`src/rtl/mem_port_arbiter.sv`:
```
// Arbitrates the instruction-fetch and MEM-stage data ports onto one shared memory port.
// A grant is issued only from IDLE, and grants alternate between the ports when both are requesting.
module mem_port_arbiter (
  input  logic        CLK,
  input  logic        RESET,
  input  logic        I_READ_EN,
  input  logic [31:0] I_ADDRESS,
  output logic [31:0] I_READDATA,
  output logic        I_BUSYWAIT,
  input  logic        D_READ_EN,
  input  logic        D_WRITE_EN,
  input  logic [31:0] D_ADDRESS,
  input  logic [31:0] D_WRITEDATA,
  output logic [31:0] D_READDATA,
  output logic        D_BUSYWAIT,
  output logic        M_READ,
  output logic        M_WRITE,
  output logic [31:0] M_ADDRESS,
  output logic [31:0] M_WRITEDATA,
  input  logic [31:0] M_READDATA,
  input  logic        M_BUSYWAIT
);

  typedef enum logic [1:0] {IDLE, SERVE_D, SERVE_I} state_t;

  state_t      state_q, state_d;
  logic [31:0] addr_q, addr_d;
  logic [31:0] wdata_q, wdata_d;
  logic        isWrite_q, isWrite_d;
  logic        lastGntD_q, lastGntD_d;
  logic        dDone_q, dDone_d;
  logic        iDone_q, iDone_d;
  logic [31:0] dRdata_q, dRdata_d;
  logic [31:0] iRdata_q, iRdata_d;

  logic dReqEn, dPending, iPending;
  logic grantD, grantI, complete;

  assign dReqEn   = D_READ_EN | D_WRITE_EN;
  assign dPending = dReqEn & ~dDone_q;
  assign iPending = I_READ_EN & ~iDone_q;

  // With both pending, D wins unless it was the last port granted.
  assign grantD   = (state_q == IDLE) & dPending & (~iPending | ~lastGntD_q);
  assign grantI   = (state_q == IDLE) & iPending & ~grantD;
  assign complete = (state_q != IDLE) & ~M_BUSYWAIT;

  always_ff @(posedge CLK) begin
    if (RESET) state_q <= IDLE;
    else       state_q <= state_d;
  end

  always_comb begin
    state_d = state_q;
    case (state_q)
      IDLE: begin
        if (grantD)      state_d = SERVE_D;
        else if (grantI) state_d = SERVE_I;
      end
      SERVE_D, SERVE_I: begin
        if (!M_BUSYWAIT) state_d = IDLE;
      end
      default: state_d = IDLE;
    endcase
  end

  always_comb begin
    M_READ  = 1'b0;
    M_WRITE = 1'b0;
    case (state_q)
      SERVE_I: M_READ = 1'b1;
      SERVE_D: begin
        M_READ  = ~isWrite_q;
        M_WRITE = isWrite_q;
      end
      default: ;
    endcase
  end

  assign M_ADDRESS   = addr_q;
  assign M_WRITEDATA = wdata_q;
  assign I_READDATA  = iRdata_q;
  assign D_READDATA  = dRdata_q;
  assign I_BUSYWAIT  = I_READ_EN & ~iDone_q;
  assign D_BUSYWAIT  = dReqEn & ~dDone_q;

  // Request capture on grant; completion raises done only if the requester is still asking.
  always_comb begin
    addr_d     = addr_q;
    wdata_d    = wdata_q;
    isWrite_d  = isWrite_q;
    lastGntD_d = lastGntD_q;
    dDone_d    = 1'b0;
    iDone_d    = 1'b0;
    dRdata_d   = dRdata_q;
    iRdata_d   = iRdata_q;
    if (grantD) begin
      addr_d     = D_ADDRESS;
      wdata_d    = D_WRITEDATA;
      isWrite_d  = D_WRITE_EN;
      lastGntD_d = 1'b1;
    end else if (grantI) begin
      addr_d     = I_ADDRESS;
      wdata_d    = 32'h0;
      isWrite_d  = 1'b0;
      lastGntD_d = 1'b0;
    end
    if (complete && state_q == SERVE_D && dReqEn) begin
      dDone_d = 1'b1;
      if (!isWrite_q) dRdata_d = M_READDATA;
    end
    if (complete && state_q == SERVE_I && I_READ_EN) begin
      iDone_d  = 1'b1;
      iRdata_d = M_READDATA;
    end
  end

  always_ff @(posedge CLK) begin
    if (RESET) begin
      addr_q     <= 32'h0;
      wdata_q    <= 32'h0;
      isWrite_q  <= 1'b0;
      lastGntD_q <= 1'b0;
      dDone_q    <= 1'b0;
      iDone_q    <= 1'b0;
      dRdata_q   <= 32'h0;
      iRdata_q   <= 32'h0;
    end else begin
      addr_q     <= addr_d;
      wdata_q    <= wdata_d;
      isWrite_q  <= isWrite_d;
      lastGntD_q <= lastGntD_d;
      dDone_q    <= dDone_d;
      iDone_q    <= iDone_d;
      dRdata_q   <= dRdata_d;
      iRdata_q   <= iRdata_d;
    end
  end

endmodule

```
`config.mk`:
```
export PLATFORM = sky130hd
export DESIGN_NAME = mem_port_arbiter
export DESIGN_NICKNAME = d
export VERILOG_FILES = /design/src/rtl/mem_port_arbiter.sv
export SDC_FILE = /design/constraint.sdc
export NUM_CORES = 1
export LEC_CHECK = 0
export ABC_AREA = 1
export CORE_UTILIZATION = 37
export DETAILED_ROUTE_END_ITERATION = 8
export PLACE_DENSITY = 0.79
export SYNTH_ARGS = -nofsm -noshare
export SYNTH_HDL_FRONTEND = slang
export SYNTH_SLANG_ARGS = --single-unit
```
`constraint.sdc`:
```
create_clock -name CLK -period 1.6 [get_ports CLK]
set_input_delay 0.4 -clock CLK [delete_from_list [all_inputs] [get_ports CLK]]
set_output_delay 0.4 -clock CLK [all_outputs]
set_load 0.02 [all_outputs]
```
==> flow_summary_export.csv <==
group,metric,value,unit
critical_path,rr_worst_depth,10,
synthesis,synth.top_cell.area_share,0.4823,
power_and_ir_drop,p_sw,4.333,mW
critical_path,arrival,1.37,ns
clock_network,cts_tree,"built",
synthesis,yosysWarnings,0,
floorplan,initial_utilization,0.3812,
synthesis,yosysUniqueCellTypes,23,
placement,post_dp_cell_area,0.008607,mm2
clock_network,cts_buffers,17,
routing,firstDrtPassIters,4,
sta,clock-skew-final,0.006894,ns
sta,slew_headroom,0.7724,
synthesis,synth_fa_ha_area_frac,0.006749,
routing,postRouteAntennaNets,0,
synthesis,synth-xor-area-share,0,
grt,overflow,0,
sta,setup_viol,10,
cells_and_area,design_area,0.009676,mm2
sta,worst_slack,-0.1708,ns
sta,grt_setup_unrepaired,"yes",
synthesis,synth_seq_area_share,0.4823,
floorplan,core_area,0.01459,mm2
synthesis,yosys-top-cells-area,"dfxtp_1 48%, nor2_1 9.0%, nand4_1 7.3%",
critical_path,critPathMaxFanout,2,
critical_path,timing.critical_path.from_type,"flip-flop",
synthesis,synth_edf_count,0,
sta,report.final.slew_viol_count,0,
cells_and_area,fin_nets,1181,
run_status,violations,"negative setup slack",
clock_network,htree_num_levels,4,
clock_network,cts.sinks,134,
job,maxCapViolCount,0,
routing,wl,20.20,mm
floorplan,die-area,0.01553,mm2
min_path,hold_path_class,"in -> reg",
critical_path,cp-end-kind,"output port",
sta,finalHoldViolations,0,
cells_and_area,antenna_cells,0,
min_path,min_path_cells,4,
grt,antenna_found_initial,0,
sta,fin_crit_sh,1.107,
floorplan,fp-row-count,44,
synthesis,synth_area_per_cell,7.337,um2
synthesis,synthArstFlopShare,0,
synthesis,synth_top_family_by_area,"simple AND/OR/NAND/NOR gates",
routing,routedWlPerCell,16.28,um
cells_and_area,area_growth_syn_to_layout,73.97,%
power_and_ir_drop,internal_power,7.998,mW
sta,worst_pin_slew,0.3407,ns
power_and_ir_drop,leakage,4.603,nW
synthesis,synth_area_leader_cell,"dfxtp_1",
run_status,status,"finished, violations left",
placement,post-dp-hpwl,12.61,mm
power_and_ir_drop,peakVddDrop,0.6496,mV
critical_path,critPathRequiredTime,1.20,ns
grt,grt_usage,0.2380,
synthesis,synth_area,0.005562,mm2
floorplan,die_h,124.6,um
placement,io_buffers,265,
power_and_ir_drop,swShare,0.3514,
power_and_ir_drop,power.density,1274,mW/mm2
synthesis,synth-simple-area-share,0.2787,
clock_network,clk_latency,0.42,ns
synthesis,synth_compound_area_frac,0.1237,
routing,vias,6183,
clock_network,ctsHoldBuffers,0,
sta,tns,-0.2928,ns
placement,globalplace.congestion,0.7788,
synthesis,synthMuxAreaShare,0,
clock_network,clkTransAtPathRegs,0.06,ns
synthesis,synth_top_flop_cell,"dfxtp_1",
routing,drc,0,
placement,dp_slack,-0.5973,ns
sta,period_needed,1.771,ns
grt,grt_start_max_net_pins,69,
sta,max_freq,0.5647,GHz
critical_path,critPathKind,"reg -> out",
synthesis,synth.net_count,895,
power_and_ir_drop,power,12.33,mW
synthesis,ys_ff_latch,134,
power_and_ir_drop,clkPwrFrac,0.306,
clock_network,cts.path.max_buffers,2,
synthesis,synth_common_cells,"134 x dfxtp_1, 134 x nor2_1, 108 x nand2_1",
routing,drt_iter0_drc,269,
floorplan,num_io_pins,266,
grt,first_global_vias,5819,
cells_and_area,drive_gt1_frac,0.1712,
power_and_ir_drop,seq_power_share,0.330,
power_and_ir_drop,combPwrFrac,0.365,
synthesis,synthCells,758,
clock_network,cts-root-buf,"clkbuf_16",
routing,vias_per_cell,4.982,
floorplan,die_w,124.6,um
grt,grt_pass1_wl,29.50,mm
-- repair_timing --
action,CTS,global route
setup buffers,6,3
pin swaps,2,34
gates resized for setup,186,116
gates cloned,2,7
endpoints found under the setup margin,239,96
hold endpoints to repair,0,0
-- per-stage QoR --
| stage | util | instances | hold WS (ns) |
|---|---|---|---|
| 6_report | 0.6632 | 1241 | 0.3528 |
| 5_1_grt | 0.6632 | 1241 | 0.3758 |
| 4_1_cts | 0.6279 | 1231 | 0.3340 |
| 3_5_place_dp | 0.5900 | 1191 | 0.4534 |
| 3_3_place_gp | 0.5900 | 1191 | 0.4477 |
| 2_1_floorplan | - | 758 | 0.4603 |
-- path summary, 6_finish.rpt --
| check | to | slack (ns) | from |
|---|---|---|---|
| max | M_READ | -0.17 | state_q[1] |
| min | state_q[0] | 0.35 | RESET |
| max reg2reg | D_READDATA[13] | -0.02 | state_q[1] |
| min reg2reg | M_WRITEDATA[19] | 0.46 | M_WRITEDATA[19] |
-- power by group through the flow --
stage / Combinational [mW] / Sequential, mW / Clock, mW
floorplan: 1.83 / 4.65 / 0
global placement: 4.19 / 4.10 / 0
detailed placement: 4.23 / 4.12 / 0
CTS: 4.05 / 4.03 / 3.83
global route: 4.83 / 4.12 / 4.01
finish: 4.50 / 4.06 / 3.77
-- state kept, by name, indices dropped and copies added (netlist names) --
register and cells:
D_READDATA 32, I_READDATA 32, M_ADDRESS 32, M_WRITEDATA 32, state_q 2, dDone_q 1, iDone_q 1, isWrite_q 1
lastGntD_q 1
-- routing by layer --
| metal | share of wire | global-route usage | vias up |
|---|---|---|---|
| met5 | 0 | 0 | - |
| met4 | 0.021 | 0.08505 | 0 |
| met3 | 0.091 | 0.08505 | 32 |
| met2 | 0.50 | 0.4157 | 241 |
| met1 | 0.39 | 0.2645 | 2838 |
| li1 | - | - | 3072 |
-- final cells by class --
cell class | count | area (um2)
timing repair buffer | 328 | 3263
clock buffer | 21 | 470.5
sequential | 134 | 2688
tap | 184 | 230.2
clock inverter | 11 | 98.84
fill | 1221 | 4913
inverter | 76 | 309.0
multi-input combinational | 487 | 2616
-- cell families (layout without fill, tap and decap cells) --
| group | count (synthesis) | count (layout) |
|---|---|---|
| and+or+nand+nor | 348 | 349 |
| adders and majority gates | 3 | 3 |
| DFF | 134 | 134 |
| buffers and inverters | 138 | 436 |
| AOI/OAI and AO/OA | 135 | 135 |
-- cell usage in the layout, fill, tap and decap left out, types with 2 or more instances in the layout --
cell	synthesis	routed
a21oi_1	67	67
buf_12	0	11
buf_16	0	2
buf_4	5	38
buf_6	4	9
buf_8	0	2
clkbuf_16	0	22
clkbuf_8	0	3
clkdlybuf4s50_1	0	130
clkinv_2	0	4
clkinvlp_4	0	3
dfxtp_1	134	132
dlygate4sd2_1	0	129
ha_4	0	2
inv_1	74	68
inv_2	2	4
inv_4	0	3
inv_6	0	2
nand2_1	108	106
nand2_2	0	2
nand3_1	35	34
nand3_2	2	2
nand3_4	0	2
nand4_1	65	65
nor2_1	134	100
nor2_2	1	20
nor2_4	2	17
o21ai_0	64	33
o21ai_1	0	8
o21ai_2	1	22
o21ai_4	0	2
-- critical path: stages (launching register included) --
cell and delay [ns]:
dfxtp_2 0.33, inv_2 0.06, ha_4 0.17, inv_4 0.06
nor2_2 0.04, o21a_1 0.18, buf_6 0.13
(Power assumes the default switching activity.)
